`src/rtl/ts_channel_monitor_if.sv`:
```
// rtl/ts_channel_monitor_if.sv - TS byte stream bundle between source and channel monitor
interface ts_channel_monitor_if;
   logic [7:0] ts_data;
   logic       ts_valid;

   modport master (output ts_data, output ts_valid);
   modport slave  (input ts_data, input ts_valid);
endinterface

```
`src/rtl/ts_channel_monitor.sv`:
```
// rtl/ts_channel_monitor.sv - MPEG-2 TS sync acquisition, header parse and CC/TEI error counting
module ts_channel_monitor #(
   parameter int PKT_LEN    = 188,
   parameter int LOCK_COUNT = 3,
   parameter int LOSS_COUNT = 3,
   parameter int TIMEOUT    = 65535
) (
   input  logic                  clk,
   input  logic                  rst,
   ts_channel_monitor_if.slave   ts,
   input  logic [12:0]           pid_sel,
   input  logic                  clr_count,
   output logic                  signal_present,
   output logic [7:0]            err_count,
   output logic                  cc_err,
   output logic                  pkt_start
);
   localparam int IDX_W = $clog2(PKT_LEN);

   typedef enum logic [1:0] {HUNT, PRESYNC, LOCKED} state_t;

   state_t           state;
   logic [IDX_W-1:0] byte_idx;
   logic [7:0]       good;
   logic [7:0]       bad;
   logic [15:0]      idle;
   logic             hdr_ok;
   logic             tei;
   logic             cc_ok;
   logic             dup;
   logic [4:0]       pid_hi;
   logic [7:0]       pid_lo;
   logic [3:0]       last_cc;
   logic [12:0]      pid_sel_q;

   logic        is_sync;
   logic        at_zero;
   logic        last_idx;
   logic        timeout_hit;
   logic        loss_hit;
   logic        tei_hit;
   logic        cc_match;
   logic        cc_hit;
   logic        err_event;
   logic [3:0]  cc;
   logic [12:0] cur_pid;

   assign is_sync  = (ts.ts_data == 8'h47);
   assign at_zero  = (byte_idx == '0);
   assign last_idx = (byte_idx == IDX_W'(PKT_LEN - 1));
   assign cc       = ts.ts_data[3:0];
   assign cur_pid  = {pid_hi, pid_lo};

   // Timeout fires on the idle cycle that brings the counter to TIMEOUT, so it never
   // coincides with an accepted byte.
   assign timeout_hit = !ts.ts_valid && (idle == 16'(TIMEOUT - 1));
   assign loss_hit    = ts.ts_valid && (state == LOCKED) && at_zero && !is_sync
                        && (bad == 8'(LOSS_COUNT - 1));
   assign tei_hit     = ts.ts_valid && (state == LOCKED) && hdr_ok
                        && (byte_idx == IDX_W'(1)) && ts.ts_data[7];
   assign cc_match    = ts.ts_valid && (state == LOCKED) && hdr_ok
                        && (byte_idx == IDX_W'(3)) && (cur_pid == pid_sel)
                        && (cur_pid != 13'h1FFF) && !tei;

   always_comb begin
      cc_hit = 1'b0;
      if (cc_match && cc_ok) begin
         if (ts.ts_data[4]) begin
            // A single repeated CC is a legal duplicate; a second repeat is not.
            cc_hit = (cc == last_cc) ? dup : (cc != last_cc + 4'd1);
         end else begin
            cc_hit = (cc != last_cc);
         end
      end
   end

   assign err_event = (timeout_hit && (state == LOCKED)) || loss_hit || tei_hit || cc_hit;

   always_ff @(posedge clk or posedge rst) begin
      if (rst) begin
         state          <= HUNT;
         byte_idx       <= '0;
         good           <= 8'd0;
         bad            <= 8'd0;
         idle           <= 16'd0;
         hdr_ok         <= 1'b0;
         tei            <= 1'b0;
         cc_ok          <= 1'b0;
         dup            <= 1'b0;
         pid_hi         <= 5'd0;
         pid_lo         <= 8'd0;
         last_cc        <= 4'd0;
         pid_sel_q      <= 13'd0;
         signal_present <= 1'b0;
         err_count      <= 8'd0;
         cc_err         <= 1'b0;
         pkt_start      <= 1'b0;
      end else begin
         pkt_start <= 1'b0;
         cc_err    <= err_event;
         pid_sel_q <= pid_sel;

         if (ts.ts_valid) begin
            idle <= 16'd0;
         end else if (idle != 16'(TIMEOUT)) begin
            idle <= idle + 16'd1;
         end

         if (clr_count) begin
            err_count <= {7'd0, err_event};
         end else if (err_event && (err_count != 8'hFF)) begin
            err_count <= err_count + 8'd1;
         end

         if (timeout_hit) begin
            state          <= HUNT;
            signal_present <= 1'b0;
            hdr_ok         <= 1'b0;
            cc_ok          <= 1'b0;
            dup            <= 1'b0;
         end else if (ts.ts_valid) begin
            byte_idx <= last_idx ? '0 : byte_idx + IDX_W'(1);
            case (state)
               HUNT: begin
                  if (is_sync) begin
                     state    <= PRESYNC;
                     byte_idx <= IDX_W'(1);
                     good     <= 8'd1;
                  end
               end
               PRESYNC: begin
                  if (at_zero) begin
                     if (!is_sync) begin
                        state <= HUNT;
                        cc_ok <= 1'b0;
                        dup   <= 1'b0;
                     end else if (good == 8'(LOCK_COUNT - 1)) begin
                        state          <= LOCKED;
                        bad            <= 8'd0;
                        hdr_ok         <= 1'b1;
                        signal_present <= 1'b1;
                     end else begin
                        good <= good + 8'd1;
                     end
                  end
               end
               LOCKED: begin
                  if (at_zero) begin
                     if (is_sync) begin
                        bad       <= 8'd0;
                        hdr_ok    <= 1'b1;
                        pkt_start <= 1'b1;
                     end else begin
                        // A packet with a missing sync byte is not trusted for header parsing.
                        hdr_ok <= 1'b0;
                        if (loss_hit) begin
                           state          <= HUNT;
                           signal_present <= 1'b0;
                           cc_ok          <= 1'b0;
                           dup            <= 1'b0;
                        end else begin
                           bad <= bad + 8'd1;
                        end
                     end
                  end else if (hdr_ok) begin
                     if (byte_idx == IDX_W'(1)) begin
                        tei    <= ts.ts_data[7];
                        pid_hi <= ts.ts_data[4:0];
                     end else if (byte_idx == IDX_W'(2)) begin
                        pid_lo <= ts.ts_data;
                     end else if (cc_match) begin
                        last_cc <= cc;
                        cc_ok   <= 1'b1;
                        dup     <= cc_ok && ts.ts_data[4] && (cc == last_cc);
                     end
                  end
               end
               default: state <= HUNT;
            endcase
         end

         if (pid_sel != pid_sel_q) begin
            cc_ok <= 1'b0;
            dup   <= 1'b0;
         end
      end
   end
endmodule

```
`src/flat_wrapper.sv`:
```
// flat-port wrapper written by rule: the top's interface ports become plain ports
module ts_channel_monitor_flat 
#(
   parameter int PKT_LEN    = 188,
   parameter int LOCK_COUNT = 3,
   parameter int LOSS_COUNT = 3,
   parameter int TIMEOUT    = 65535
)
  (clk, rst, pid_sel, clr_count, signal_present, err_count, cc_err, pkt_start, ts_ts_data, ts_ts_valid);
  ts_channel_monitor_if ts_i ();
  input  logic clk;
  input  logic rst;
  input  logic [12:0] pid_sel;
  input  logic clr_count;
  output logic signal_present;
  output logic [7:0] err_count;
  output logic cc_err;
  output logic pkt_start;
  input wire logic [$bits(ts_i.ts_data)-1:0] ts_ts_data;
  input wire logic [$bits(ts_i.ts_valid)-1:0] ts_ts_valid;
  assign ts_i.ts_data = ts_ts_data;
  assign ts_i.ts_valid = ts_ts_valid;
  ts_channel_monitor #(.PKT_LEN(PKT_LEN), .LOCK_COUNT(LOCK_COUNT), .LOSS_COUNT(LOSS_COUNT), .TIMEOUT(TIMEOUT)) u_core (.clk(clk), .rst(rst), .ts(ts_i), .pid_sel(pid_sel), .clr_count(clr_count), .signal_present(signal_present), .err_count(err_count), .cc_err(cc_err), .pkt_start(pkt_start));
endmodule
```
`config.mk`:
```
export PLATFORM = sky130hd
export DESIGN_NAME = ts_channel_monitor_flat
export DESIGN_NICKNAME = d
export VERILOG_FILES = /design/src/rtl/ts_channel_monitor_if.sv /design/src/rtl/ts_channel_monitor.sv /design/src/flat_wrapper.sv
export SDC_FILE = /design/constraint.sdc
export NUM_CORES = 1
export LEC_CHECK = 0
export BUFFER_PORTS_ARGS = -buffer_cell sky130_fd_sc_hd__buf_2
export CORE_UTILIZATION = 50
export DETAILED_ROUTE_END_ITERATION = 8
export PLACE_DENSITY = 0.72
export SLEW_MARGIN = 20
export SYNTH_ARGS = -nofsm -noshare
export SYNTH_HDL_FRONTEND = slang
export SYNTH_SLANG_ARGS = --single-unit
export TNS_END_PERCENT = 1
```
`constraint.sdc`:
```
create_clock -name clk -period 2.15 [get_ports clk]
set_input_delay 0.1075 -clock clk [delete_from_list [all_inputs] [get_ports clk]]
set_output_delay 0.1075 -clock clk [all_outputs]
set_load 0.03 [all_outputs]
```
==> impl_summary.log <==
INFO  metric worst_max_slew_margin_expressed_relative_to_the_limit = 64.3%
INFO  metric via_per_inst = 5.56
INFO  metric num_antenna_cells = 0
INFO  metric final_min_period_over_clock_period = 104%
INFO  metric synthFlopType = sky130_fd_sc_hd__dfrtp_1
INFO  metric cp_slowest_cell = sky130_fd_sc_hd__dlygate4sd3_1
INFO  metric postSynthCellCount = 449
INFO  metric finalClockSkew = 0.0151 ns
INFO  metric cell_type_with_the_highest_aggregate_area_in_the_netlist = sky130_fd_sc_hd__dfrtp_1
INFO  metric synth_compound_gate_area_share = 9.90%
INFO  metric post_dp_cell_area = 0.00544 mm2
INFO  metric post-route-cell-area = between 0.006 and 0.007 mm2
INFO  metric p_per_area = 765 mW/mm2
INFO  metric floorplan.io_pins = 36
INFO  metric hold_path_class = in -> reg
INFO  metric drv_slew = 0
INFO  metric violations = negative setup slack
INFO  metric synth_sequential_area_ratio = roughly 47%
INFO  metric non_filler_instances = 688
INFO  metric numCtsBuffers = 9
INFO  metric yosysUniqueCellTypes = just under 60
INFO  metric path_class = in -> reg
INFO  metric firstDrtPassIters = 6
INFO  metric fin_nets = 615
INFO  metric die_h = 98.2 um
INFO  metric timing.setup.tns = -0.523 ns
INFO  metric numPortBuffers = 35
INFO  metric post-route-drc-count = 0
INFO  metric post_synth_main_area_contributors = sky130_fd_sc_hd__dfrtp_1 (47%), sky130_fd_sc_hd__xnor2_1 (6.1%), sky130_fd_sc_hd__mux2_2 (4.4%)
INFO  metric synth_top_cells_by_count = sky130_fd_sc_hd__dfrtp_1 (87), sky130_fd_sc_hd__nor2_1 (45), sky130_fd_sc_hd__xnor2_1 (32)
INFO  metric largest_fanout_of_any_net_on_the_critical_path = 7
INFO  metric synth_simple_gate_area_share = between 20% and 30%
INFO  metric synthesis.yosys.warnings = 0
INFO  metric synth_enable_flop_cells = 0
INFO  metric syn-cell-area = ~0.0046 mm2
INFO  metric worst-endpoint-required = 2.45 ns
INFO  metric clk_latency = between 0.3 and 0.4 ns
INFO  metric final_hold_viol_count = 0
INFO  metric final_util = 68.2%
INFO  metric route.final.wire_length = 10.7 mm
INFO  metric routed_wire_length_per_instance = 15.6 um
INFO  metric peakVddDrop = 0.456 mV
INFO  metric rr_worst_depth = 9
INFO  metric timing.critical_path.arrival = 2.52 ns
INFO  metric global_route.usage.total = 23.9%
INFO  metric grt_pass1_wl = approximately 18 mm
INFO  metric clock_sinks = 87
INFO  metric grt_antenna_before_repair = 0
INFO  metric muxShareOfSynthArea = 5.03%
INFO  metric reg2reg_slack = -0.06 ns
INFO  metric synth_fp_nets = 489
INFO  metric htreeDepth = 3
INFO  metric num-fill-cells = between 600 and 700
INFO  metric postSynthRegisterBits = just under 90
INFO  metric synth_most_common_cell = sky130_fd_sc_hd__dfrtp_1
INFO  metric maxcap_violations = 0
INFO  metric worst_setup_margin = -0.0756 ns
INFO  metric hold_path_startpoint = ts_ts_data[5]
INFO  metric cts.reportedPaths.clkPinSlew = 0.09 ns
INFO  metric grt_setup_unrepaired = yes
INFO  metric grt_overflow_total = 0
INFO  metric dpl_worst_slack = -0.183 ns
INFO  metric worstReg2RegStart = u_core.pid_hi[3]
INFO  metric whs_endpoint = u_core.pid_lo[5]
INFO  metric status = finished, violations left
INFO  metric initial_standard_cell_utilization_of_the_core = 52.3%
INFO  metric clock-root-buffer = sky130_fd_sc_hd__clkbuf_8
INFO  metric max_slew.worst_pin.slew = between 0.5 and 0.6 ns
INFO  metric hold_depth = 2
INFO  metric detailed_placement_wirelength_estimate = 7.31 mm
INFO  metric synth_top_area_share = 47.1%
INFO  metric r2r_end = u_core.err_count[2]
INFO  metric core-area = roughly 0.009 mm2
INFO  metric timing.hold.ws = 0.0211 ns
INFO  metric floorplan.die_area = 0.00964 mm2
INFO  metric max_stage_delay = 0.57 ns
INFO  metric drtAntennaViolNets = 0
INFO  metric synth_async_sr_flop_share = 100%
INFO  metric cts-root-to-sink-buffers = 2
INFO  metric synth_adder_area_share = 4.06%
INFO  metric clock_tree_from_tritoncts = done
INFO  metric setup_viol = 11
INFO  metric numPlacedInstances = approximately 650
INFO  metric shortest_period_the_worst_path_allows = 2.23 ns
INFO  metric num_rows = 34
INFO  metric area_growth = 30.4%
INFO  metric chip_width = 98.2 um
INFO  metric routabilityCongestion = roughly 0.85
INFO  metric worstSetupStartpointType = input pin
INFO  metric cellLeakagePower = between 2 and 3 nW
INFO  metric vias_in_the_first_global_route = about 3900
INFO  metric vias = approximately 3800
INFO  metric grt_start_max_net_pins = 88
INFO  metric synth_top_family_by_area = simple AND/OR/NAND/NOR gates
INFO  metric synth_area_per_cell = 10.3 um2
INFO  metric synth_xor_xnor_area_share = 10.2%
INFO  metric critPathCaptureType = register
INFO  metric detailedRoute.firstIterationViolations = 197
INFO  metric clock.fmax = 0.449 GHz
INFO  metric totalPowerFinal = 4.62 mW
INFO  metric share_of_cells_above_drive_strength_1 = 32.8%
INFO  metric critical_path_cell_by_cell = dlygate4sd3_1 > buf_2 > xnor2_1 > nand4_1 > nor4_2 > buf_4 > and4bb_2 > o21ai_4 > buf_6 > or3_1 > a21oi_2
[state kept, by name, indices dropped and copies added, names as in the netlist]
signal	count
u_core.pid_sel_q	13
u_core.pkt_start	1
u_core.byte_idx	8
u_core.cc_err	1
u_core.err_count	8
u_core.signal_present	1
u_core.good	8
u_core.state	2
u_core.last_cc	4
u_core.tei	1
u_core.pid_lo	8
u_core.hdr_ok	1
u_core.dup	1
u_core.bad	8
u_core.pid_hi	5
u_core.cc_ok	1
u_core.idle	16
[cells in the final DEF, fill, tap and decap left out, types with 8 or more instances in the layout]
master and n:
sky130_fd_sc_hd__nand3_1 14, sky130_fd_sc_hd__clkbuf_8 9, sky130_fd_sc_hd__buf_4 66, sky130_fd_sc_hd__nand2_1 28, sky130_fd_sc_hd__o21ai_0 12, sky130_fd_sc_hd__a21oi_1 12, sky130_fd_sc_hd__xor2_1 22, sky130_fd_sc_hd__dfrtp_1 86
sky130_fd_sc_hd__buf_2 35, sky130_fd_sc_hd__mux2_2 18, sky130_fd_sc_hd__nor3_1 9, sky130_fd_sc_hd__dlygate4sd3_1 17, sky130_fd_sc_hd__nor2_1 44, sky130_fd_sc_hd__o21ai_1 8, sky130_fd_sc_hd__inv_1 18, sky130_fd_sc_hd__ha_1 13
sky130_fd_sc_hd__nand4_1 21, sky130_fd_sc_hd__xnor2_1 28, sky130_fd_sc_hd__and3_1 9
[worst max-delay path by stage]
stage,start,to,depth (start not counted)
final,pid_sel[0],u_core.err_count[2],11
after global routing,u_core.state[0],u_core.err_count[6],10
after CTS,u_core.byte_idx[7],u_core.err_count[2],8
after detailed placement,u_core.state[0],u_core.err_count[1],10
after global placement,u_core.state[0],u_core.err_count[1],10
after floorplan,u_core.state[0],u_core.err_count[4],10
[worst max-delay path, delay by kind of cell]
family | cells | cell delay, ns
and+or+nand+nor | 4 | 1.01
xor gates and xnor gates | 1 | 0.14
AOI/OAI and AO/OA | 2 | 0.22
buffers and inverters | 4 | 1.05
[metal layers]
layer	share of wire, %	wire (um)	up-vias	track usage, %
li1	-	-	1862	-
met1	44	4730	1867	30.1
met2	51	5450	73	41.6
met3	2.8	298	21	4.37
met4	2.3	245	0	7.92
met5	0	0	-	0
[power by group]
part / switching, mW / total, mW / internal (mW)
Combinational: 0.772 / 1.58 / 0.810
Sequential: 0.148 / 1.98 / 1.83
Clock: 0.623 / 1.05 / 0.431
[layout make-up]
| class | instances | area [um2] | share of cell area (%) |
|---|---|---|---|
| timing repair buffer | 124 | 917 | 15.2 |
| multi-input combinational | 333 | 2540 | 42.2 |
| tap | 108 | 135 | 2.24 |
| sequential | 87 | 2180 | 36.1 |
| inverter | 20 | 78.8 | 1.31 |
| clock buffer | 9 | 124 | 2.05 |
| clock inverter | 7 | 55.1 | 0.913 |
[cell families after synthesis]
group / count (synthesis)
compound gates: 67
xor+xnor: 54
fa+ha+maj: 15
buf+inv: 29
flops: 87
mux: 21
simple gates: 176
[timing repair]
item                                   CTS  global route
pin swaps                               16            17
endpoints found under the hold margin  101             0
resized for setup                       22            32
setup endpoints to repair               28            47
hold buffers                            17             0
setup buffers                            1             2
Note: power is estimated with default switching activity, not from simulation.
